==> config.mk <==
export PLATFORM = sky130hd
export DESIGN_NAME = micro_sequencer
export DESIGN_NICKNAME = d
export VERILOG_FILES = /design/src/rtl/micro_sequencer_pkg.sv /design/src/rtl/micro_sequencer_stack.sv /design/src/rtl/micro_sequencer.sv
export SDC_FILE = /design/constraint.sdc
export NUM_CORES = 1
export LEC_CHECK = 0
export ABC_AREA = 1
export BUFFER_PORTS_ARGS = -buffer_cell sky130_fd_sc_hd__buf_2
export CORE_MARGIN = 2
export CORE_UTILIZATION = 54
export CTS_CLUSTER_DIAMETER = 100
export CTS_CLUSTER_SIZE = 20
export DETAILED_ROUTE_END_ITERATION = 12
export PLACE_DENSITY = 0.86
export RECOVER_POWER = 50
export SYNTH_ARGS = -nofsm -noshare
export SYNTH_HDL_FRONTEND = slang
export SYNTH_SLANG_ARGS = --single-unit
==> constraint.sdc <==
create_clock -name clk_i -period 2.6 [get_ports clk_i]
set_input_delay 0.52 -clock clk_i [delete_from_list [all_inputs] [get_ports clk_i]]
set_output_delay 0.52 -clock clk_i [all_outputs]
set_load 0.02 [all_outputs]
==> src/rtl/micro_sequencer_pkg.sv <==
// Shared definitions for the micro-sequencer: sequencing op codes, condition
// selects, dispatch opcodes/targets and default parameter values.
package micro_sequencer_pkg;

  typedef enum logic [2:0] {
    SEQ_NEXT     = 3'd0,
    SEQ_JUMP     = 3'd1,
    SEQ_COND     = 3'd2,
    SEQ_DISPATCH = 3'd3,
    SEQ_FETCH    = 3'd4,
    SEQ_CALL     = 3'd5,
    SEQ_RET      = 3'd6,
    SEQ_HOLD     = 3'd7
  } seq_op_e;

  typedef enum logic [1:0] {
    COND_ZERO  = 2'd0,
    COND_NEG   = 2'd1,
    COND_CARRY = 2'd2,
    COND_OVF   = 2'd3
  } cond_sel_e;

  localparam int unsigned MPC_W_DEF       = 4;
  localparam int unsigned RESET_MPC_DEF   = 4;
  localparam int unsigned OP_W_DEF        = 6;
  localparam int unsigned STACK_DEPTH_DEF = 2;

  localparam logic [5:0] OPC_RTYPE = 6'h00;
  localparam logic [5:0] OPC_LW    = 6'h23;
  localparam logic [5:0] OPC_SW    = 6'h2B;
  localparam logic [5:0] OPC_BEQ   = 6'h04;
  localparam logic [5:0] OPC_J     = 6'h02;
  localparam logic [5:0] OPC_ADDI  = 6'h08;

  localparam int unsigned TGT_RTYPE = 6;
  localparam int unsigned TGT_LW    = 8;
  localparam int unsigned TGT_SW    = 10;
  localparam int unsigned TGT_BEQ   = 12;
  localparam int unsigned TGT_J     = 13;
  localparam int unsigned TGT_ADDI  = 14;

  // flags are packed {ovf,carry,neg,zero}
  function automatic logic flag_sel(input logic [3:0] flags, input logic [1:0] sel);
    logic result;
    case (cond_sel_e'(sel))
      COND_ZERO:  result = flags[0];
      COND_NEG:   result = flags[1];
      COND_CARRY: result = flags[2];
      COND_OVF:   result = flags[3];
      default:    result = 1'b0;
    endcase
    return result;
  endfunction

endpackage

==> src/rtl/micro_sequencer_stack.sv <==
// Return-address LIFO for micro-subroutine calls. The fill count saturates at
// both ends; the caller never pushes when full nor pops when empty.
module micro_sequencer_stack
  import micro_sequencer_pkg::*;
#(
  parameter int unsigned WIDTH = MPC_W_DEF,
  parameter int unsigned DEPTH = STACK_DEPTH_DEF
) (
  input  logic             clk_i,
  input  logic             rst_ni,
  input  logic             push_i,
  input  logic             pop_i,
  input  logic [WIDTH-1:0] data_i,
  output logic [WIDTH-1:0] top_o,
  output logic             full_o,
  output logic             empty_o
);

  localparam int unsigned CNT_W = $clog2(DEPTH + 1);
  localparam int unsigned IDX_W = (DEPTH > 1) ? $clog2(DEPTH) : 1;

  logic [WIDTH-1:0] mem_q [DEPTH];
  logic [CNT_W-1:0] count_q;
  logic [CNT_W-1:0] count_d;
  logic [CNT_W-1:0] cnt_m1_s;
  logic [IDX_W-1:0] wr_idx_s;
  logic [IDX_W-1:0] rd_idx_s;

  assign cnt_m1_s = count_q - CNT_W'(1);
  assign wr_idx_s = count_q[IDX_W-1:0];
  assign rd_idx_s = cnt_m1_s[IDX_W-1:0];

  assign full_o  = (count_q == CNT_W'(DEPTH));
  assign empty_o = (count_q == CNT_W'(0));
  assign top_o   = mem_q[rd_idx_s];

  always_comb begin
    count_d = count_q;
    if (push_i && !full_o) begin
      count_d = count_q + CNT_W'(1);
    end else if (pop_i && !empty_o) begin
      count_d = cnt_m1_s;
    end else begin
      count_d = count_q;
    end
  end

  always_ff @(posedge clk_i or negedge rst_ni) begin
    if (!rst_ni) begin
      count_q <= CNT_W'(0);
      for (int i = 0; i < int'(DEPTH); i++) begin
        mem_q[i] <= WIDTH'(0);
      end
    end else begin
      count_q <= count_d;
      if (push_i && !full_o) begin
        mem_q[wr_idx_s] <= data_i;
      end
    end
  end

endmodule

==> src/rtl/micro_sequencer.sv <==
// Next-address controller for the micro-programmed control unit: owns the
// micro-PC, the return-address stack and the illegal/stack error flags.
module micro_sequencer
  import micro_sequencer_pkg::*;
#(
  parameter int unsigned MPC_W       = MPC_W_DEF,
  parameter int unsigned RESET_MPC   = RESET_MPC_DEF,
  parameter int unsigned OP_W        = OP_W_DEF,
  parameter int unsigned STACK_DEPTH = STACK_DEPTH_DEF
) (
  input  logic             clk_i,
  input  logic             rst_ni,
  input  logic [2:0]       seq_op_i,
  input  logic [MPC_W-1:0] branch_addr_i,
  input  logic [1:0]       cond_sel_i,
  input  logic [3:0]       flags_i,
  input  logic [OP_W-1:0]  opcode_i,
  input  logic             stall_i,
  output logic [MPC_W-1:0] current_mpc_o,
  output logic [MPC_W-1:0] next_mpc_o,
  output logic             illegal_op_o,
  output logic             stack_err_o
);

  localparam logic [MPC_W-1:0] RESET_MPC_C = MPC_W'(RESET_MPC);
  localparam logic [OP_W-1:0]  OPC_RTYPE_C = OP_W'(OPC_RTYPE);
  localparam logic [OP_W-1:0]  OPC_LW_C    = OP_W'(OPC_LW);
  localparam logic [OP_W-1:0]  OPC_SW_C    = OP_W'(OPC_SW);
  localparam logic [OP_W-1:0]  OPC_BEQ_C   = OP_W'(OPC_BEQ);
  localparam logic [OP_W-1:0]  OPC_J_C     = OP_W'(OPC_J);
  localparam logic [OP_W-1:0]  OPC_ADDI_C  = OP_W'(OPC_ADDI);

  logic [MPC_W-1:0] mpc_q;
  logic [MPC_W-1:0] mpc_d;
  logic             illegal_q;
  logic             illegal_d;
  logic             stack_err_q;
  logic             stack_err_d;
  logic [MPC_W-1:0] inc_s;
  logic [MPC_W-1:0] disp_tgt_s;
  logic             disp_valid_s;
  logic             push_s;
  logic             pop_s;
  logic [MPC_W-1:0] stk_top_s;
  logic             stk_full_s;
  logic             stk_empty_s;

  assign inc_s = mpc_q + MPC_W'(1);

  always_comb begin
    disp_valid_s = 1'b1;
    disp_tgt_s   = RESET_MPC_C;
    case (opcode_i)
      OPC_RTYPE_C: disp_tgt_s = MPC_W'(TGT_RTYPE);
      OPC_LW_C:    disp_tgt_s = MPC_W'(TGT_LW);
      OPC_SW_C:    disp_tgt_s = MPC_W'(TGT_SW);
      OPC_BEQ_C:   disp_tgt_s = MPC_W'(TGT_BEQ);
      OPC_J_C:     disp_tgt_s = MPC_W'(TGT_J);
      OPC_ADDI_C:  disp_tgt_s = MPC_W'(TGT_ADDI);
      default: begin
        disp_valid_s = 1'b0;
        disp_tgt_s   = RESET_MPC_C;
      end
    endcase
  end

  // Overflowing CALL still jumps; underflowing RET falls back to fetch.
  always_comb begin
    mpc_d       = mpc_q;
    illegal_d   = 1'b0;
    stack_err_d = stack_err_q;
    push_s      = 1'b0;
    pop_s       = 1'b0;
    if (stall_i) begin
      mpc_d = mpc_q;
    end else begin
      case (seq_op_e'(seq_op_i))
        SEQ_NEXT: mpc_d = inc_s;
        SEQ_JUMP: mpc_d = branch_addr_i;
        SEQ_COND: mpc_d = flag_sel(flags_i, cond_sel_i) ? branch_addr_i : inc_s;
        SEQ_DISPATCH: begin
          mpc_d     = disp_tgt_s;
          illegal_d = !disp_valid_s;
        end
        SEQ_FETCH: mpc_d = RESET_MPC_C;
        SEQ_CALL: begin
          mpc_d = branch_addr_i;
          if (stk_full_s) begin
            stack_err_d = 1'b1;
          end else begin
            push_s = 1'b1;
          end
        end
        SEQ_RET: begin
          if (stk_empty_s) begin
            mpc_d       = RESET_MPC_C;
            stack_err_d = 1'b1;
          end else begin
            mpc_d = stk_top_s;
            pop_s = 1'b1;
          end
        end
        SEQ_HOLD: mpc_d = mpc_q;
        default:  mpc_d = mpc_q;
      endcase
    end
  end

  always_ff @(posedge clk_i or negedge rst_ni) begin
    if (!rst_ni) begin
      mpc_q       <= RESET_MPC_C;
      illegal_q   <= 1'b0;
      stack_err_q <= 1'b0;
    end else begin
      mpc_q       <= mpc_d;
      illegal_q   <= illegal_d;
      stack_err_q <= stack_err_d;
    end
  end

  micro_sequencer_stack #(
    .WIDTH (MPC_W),
    .DEPTH (STACK_DEPTH)
  ) u_stack (
    .clk_i   (clk_i),
    .rst_ni  (rst_ni),
    .push_i  (push_s),
    .pop_i   (pop_s),
    .data_i  (inc_s),
    .top_o   (stk_top_s),
    .full_o  (stk_full_s),
    .empty_o (stk_empty_s)
  );

  assign current_mpc_o = mpc_q;
  assign next_mpc_o    = mpc_d;
  assign illegal_op_o  = illegal_q;
  assign stack_err_o   = stack_err_q;

endmodule

# After elaboration in Yosys (flattened, before gate mapping)
# Index checks and enable logic that the tools add are counted.
# W data, S select, Z words.
[totals]
out_inout_bits = 10
ff_bits = 16
wordCells = 76
[classes]
magnitude_cmp = 3
n_eq_ne = 18
muxes = 28
add_sub_neg = 3
bitwise_logic = 3
n_reduce_logical = 15
[op_table]
columns = ["op", "n"]
rows = [
  ["$mux W4", 7],
  ["$pmux W4 S7", 1],
  ["$pmux W4 S6", 1],
  ["$mux W1", 13],
  ["$eq A3 B3 Y1 const B", 4],
  ["$eq A6 B6 Y1 const B", 2],
  ["$bwmux W8", 1],
  ["$eq A2 B2 Y1 const B", 3],
  ["$eq A3 B2 Y1 const B", 2],
  ["$eq A6 B2 Y1 const B", 1],
  ["$eq A6 B3 Y1 const B", 1],
  ["$eq A6 B4 Y1 const B", 1],
  ["$logic_not A6 Y1", 1],
  ["$reduce_or A6 Y1", 1],
  ["$add A4 B1 Y4 const B", 1],
  ["$demux W4 S1", 1],
  ["$ge A2 B2 Y1 const B", 2],
  ["$logic_not A2 Y1", 2],
  ["$mux W2", 2],
  ["$ne A2 B1 Y1 const B", 2],
  ["$not A1 Y2", 2],
  ["$pmux W1 S4", 1],
  ["$reduce_and A4 Y1", 1],
  ["$reduce_bool A2 Y1", 2],
  ["11 further kinds", 15],
]

# Depth between registers and ports, before layout
[depth]
depth_word = 8
ltp_mapped = 10
ltp_nobuf = 10

# Cells and area by module
# Synthesis repeated with hierarchy kept, for this count alone.
[unflattened]
cells_unflattened = 177
hier_area_um2 = 1182.4
[by_module_without_submodules]
columns = ["module", "cells_per_inst", "area_each_um2", "n_inst"]
rows = [
  ["micro_sequencer", 112, 656.9, 1],
  ["micro_sequencer_stack", 65, 525.5, 1],
]

# Worst setup path before layout
# No wires, ideal clock.
[synth_path]
path_type = "register to output"
start = "register u_stack.count_q[0]"
end = "output next_mpc_o[1]"
required_ps = 2080
arrival_ps = 1591
path_buffers = 1
path_stages_with_launch = 11
setup_slack_ps = 489
cell_sequence = "dfrtp_1 -> buf_2 -> inv_1 -> ha_1 -> nor2_1 -> nand2_1 -> o21ai_0 -> nor2_1 -> nand2_1 -> nor2_1 -> a21oi_1"
[synth_between]
elab_chain_len = 8
[synth_lines]
columns = ["element", "line_no", "rtl"]
rows = [
  ["from (decl)", "micro_sequencer_stack.sv:23", "logic [CNT_W-1:0] count_q;"],
  ["from (signal assigned)", "micro_sequencer_stack.sv:55", "count_q <= count_d;"],
  ["$sub A2 B1 Y2", "micro_sequencer_stack.sv:29", "assign cnt_m1_s = count_q - CNT_W'(1);"],
  ["net u_stack.cnt_m1_s[0]", "micro_sequencer_stack.sv:25", "logic [CNT_W-1:0] cnt_m1_s;"],
  ["$not A1 Y2 (not written as such)", "micro_sequencer_stack.sv:35", "assign top_o = mem_q[rd_idx_s];"],
  ["$mux W4 (not written as such) (3 in series)", "micro_sequencer_stack.sv:35", ""],
  ["$mux W4", "micro_sequencer.sv:95", "if (stk_empty_s) begin"],
  ["$pmux W4 S7", "micro_sequencer.sv:77", "case (seq_op_e'(seq_op_i))"],
  ["$mux W4", "micro_sequencer.sv:74", "if (stall_i) begin"],
  ["to (decl)", "micro_sequencer.sv:20", "output logic [MPC_W-1:0] next_mpc_o,"],
]
# The timed path passes the listed nets, and every way through them passes these cells. The select of a mux whose other input is x is not followed.

# Final worst setup path
[layout_path]
start = "register mpc_q[0] (netlist: current_mpc_o[0])"
end = "output next_mpc_o[2]"
[layout_between]
elab_chain_len = 4
[layout_lines]
columns = ["element", "line_no", "rtl"]
rows = [
  ["from (decl)", "micro_sequencer.sv:33", "logic [MPC_W-1:0] mpc_q;"],
  ["from (signal assigned)", "micro_sequencer.sv:115", "mpc_q <= mpc_d;"],
  ["$add A4 B1 Y4 *", "micro_sequencer.sv:48", "assign inc_s = mpc_q + MPC_W'(1);"],
  ["$mux W4", "micro_sequencer.sv:80", "SEQ_COND: mpc_d = flag_sel(flags_i, cond_sel_i) ? branch_addr_i : inc_s;"],
  ["$pmux W4 S7 *", "micro_sequencer.sv:77", ""],
  ["$mux W4 *", "micro_sequencer.sv:74", ""],
]
# Mark *: on every way between the ends. The rest lies on a longest branch, timed or not.

==> results.py <==
metrics = {
    "power_and_ir_drop": {
        "p_int_w": 0.000544,
        "peakVddDrop_v": 0.000643,
        "sw_frac_of_total_pct": 39.8,
        "total_power_w": 0.000903,
        "p_per_area_mw_per_mm2": 692,
        "seqPwrFrac_pct": 42.5,
        "clkPwrFrac_pct": 15.2,
        "cellLeakagePower_nw": 0.713,
        "combPwrFrac_pct": 42.3,
        "netSwitchingPower_w": 0.000359,
    },
    "setup_path": {
        "critPathLaunchType": "register",
        "cp_max_fo": 7,
        "crit_type": "reg -> out",
        "cp.required_ns": 2.08,
        "cp.arrival_ns": 1.86,
        "endpoint_kind": "primary output",
    },
    "clock_network": {
        "post-cts-setup-buffer-count": 0,
        "postCtsHoldBufs": 0,
        "cts_tree": "built",
        "htree_levels": 1,
        "clk_root_buffer_cell": "clkbuf_4",
        "cts_buffers": 3,
        "cts.path.max_buffers": 2,
        "clock_latency_ns": 0.29,
        "cts_sinks": 16,
        "clk_pin_slew_ns": 0.10,
        "cts.repair.resized": 0,
    },
    "global_route": {
        "grt_overflow": 0,
        "grt_pass1_wl_um": 4530,
        "grt_max_degree": 17,
        "grtUsageTotal_pct": 23.5,
        "grt_pass1_vias": 1090,
        "antenna_found_initial": 0,
    },
    "synthesis": {
        "syn_inst": 158,
        "avgSynthCellArea_um2": 6.91,
        "synth_top_family_by_area": "simple AND/OR/NAND/NOR gates",
        "synth_xor_area_share_pct": 3.21,
        "yosys.area_share.adder_pct": 3.44,
        "synth_edf_count": 0,
        "synthFlopType": "dfrtp_1",
        "synth.distinct_cells": 24,
        "synth.top_cell.area_share_pct": 34.4,
        "yosysTopAreaCell": "dfrtp_1",
        "synth-compound-area-share_pct": 12.1,
        "yosys.area_share.simple_pct": 36.4,
        "synth_top_cells_by_count": "47 x nand2_1, 19 x nor2_1, 18 x inv_1",
        "ys_seq_area_share_pct": 36.8,
        "synth_nets": 183,
        "synthArstFlopShare_pct": 100,
        "netlist_top_cells_area": "dfrtp_1 34%, nand2_1 16%, nand3_1 7.3%",
        "muxShareOfSynthArea_pct": 1.37,
        "yosysMostFrequentCell": "nand2_1",
        "synth-warning-count": 0,
        "synthesis.area_mm2": 0.00109,
        "ys_ff_latch": 16,
    },
    "final_layout": {
        "antenna_cells": 0,
        "drive_gt1_share_pct": 18.7,
        "final_nets": 219,
        "final_util_pct": 67.2,
        "instances_no_fill": 220,
        "area_growth_pct": 19.5,
        "fillers": 178,
    },
    "route": {
        "totalWireLength_um": 2470,
        "vias_per_cell": 5.18,
        "drc": 0,
        "wl_per_cell_um": 11.2,
        "ant_nets": 0,
        "via_count": 1139,
        "drt_first_pass_iters": 4,
        "drt-initial-drc-count": 40,
    },
    "sta": {
        "setup_violations": 0,
        "rsz0062_at_grt": "no",
        "min_period_ns": 2.38,
        "timing.hold.ws_ns": 0.307,
        "max_slew_margin_pct": 42.4,
        "tightest_slew_ns": 0.865,
        "finalHoldViolCount": 0,
        "skew_ns": 0.00968,
        "timing.fmax_mhz": 420,
        "finalSetupTns_ns": 0,
        "post-route-period-util_pct": 91.7,
        "final_max_slew_viol_count": 0,
    },
    "placed_design": {
        "gp_routability_congestion": 0.917,
        "placement.io_buffers": 31,
        "place_inst": 216,
        "dp_hpwl_um": 1970,
    },
    "floorplanning": {
        "coreArea_mm2": 0.00194,
        "rows": 16,
        "die_w_um": 49.0,
        "die_height_um": 49.0,
        "ioPinCount": 32,
        "start_util_pct": 56.3,
        "fp.dieArea_mm2": 0.00240,
    },
    "worst_hold_path": {
        "hold_class": "in -> async",
    },
    "job": {
        "cap_violations": 0,
    },
    "outcome": {
        "status": "finished clean",
    },
}
==> power by group through the flow <==
stage | Sequential, W | Clock (W) | Combinational [W]
after floorplan | 0.000390 | 0 | 0.000263
after global placement | 0.000385 | 0 | 0.000375
after detailed placement | 0.000388 | 0 | 0.000384
after CTS | 0.000383 | 0.000141 | 0.000387
after global routing | 0.000396 | 0.000150 | 0.000441
final | 0.000383 | 0.000137 | 0.000382
==> layout make-up <==
| class | count | area [um^2] | area share, % |
|---|---|---|---|
| multi-input combinational | 123 | 618 | 47.4 |
| sequential | 16 | 402 | 30.8 |
| timing repair buffer | 32 | 158 | 12.1 |
| inverter | 18 | 67.6 | 5.18 |
| tap | 27 | 33.8 | 2.59 |
| clock buffer | 4 | 26.3 | 2.01 |
==> layout by cell type (no fill, tap or decap), drive strengths merged <==
cell type and n:
ha 3, dfstp 1, clkbuf 8, a21oi 7, nand3 16, and3 1
o21a 1, nor4 2, xor2 2, o21bai 1, a41oi 1, buf 28
xnor2 2, dfrtp 15, o21ai 13, nand2 48, nor3 2, nor2 19
inv 18, a31o 1, nand4 2, mux2 1, nand3b 1
==> layer usage <==
metal  global-route usage [%]  routed length [um]  vias up
met5                        0                   0        -
met4                     3.81                  12        0
met3                     5.21                 113        2
met2                     42.0                1190       32
met1                     29.5                1150      512
li1                         -                   -      593
==> stage by stage <==
| stage | setup WS, ns | instance area [um^2] |
|---|---|---|
| global route | 0.0274 | 1310 |
| detailed placement | 0.328 | 1280 |
| global placement | 0.386 | 1280 |
| floorplan | 0.489 | 1090 |
| CTS | 0.207 | 1310 |
| finish | 0.216 | 1310 |
==> flip-flops by register name, indices dropped and copies added (netlist names) <==
name,count
u_stack.mem_q,8
current_mpc_o,4
u_stack.count_q,2
illegal_op_o,1
stack_err_o,1
==> final timing paths <==
kind	from	to	slack, ns	cells past startpoint
worst max-delay path	current_mpc_o[0]	next_mpc_o[2]	0.22	7
worst min-delay path	rst_ni	stack_err_o	0.31	1
worst max register to register	u_stack.count_q[0]	u_stack.mem_q[7]	0.90	5
worst min register to register	stack_err_o	stack_err_o	0.49	1
max in group asynchronous	rst_ni	current_mpc_o[3]	1.75	1
min in group clk_i	stack_err_o	stack_err_o	0.49	1
==> logic make-up (layout without fill, tap and decap cells) <==
kind of cell,Yosys count,count (layout)
AND/OR/NAND/NOR,91,91
AO/OA/AOI/OAI,24,24
buffers and inverters,19,54
flip-flops,16,16
XOR/XNOR,4,4
adder cells (fa/ha/maj),3,3
multiplexers,1,1
==> critical path, cell delays in order, from the launching register on <==
cell and delay [ns]:
dfrtp_1 0.46, ha_1 0.24, xnor2_1 0.34, o21a_1 0.19, nand2_1 0.05, nand2_1 0.06
nand2_1 0.08, buf_2 0.17
(Power assumes the default switching activity.)
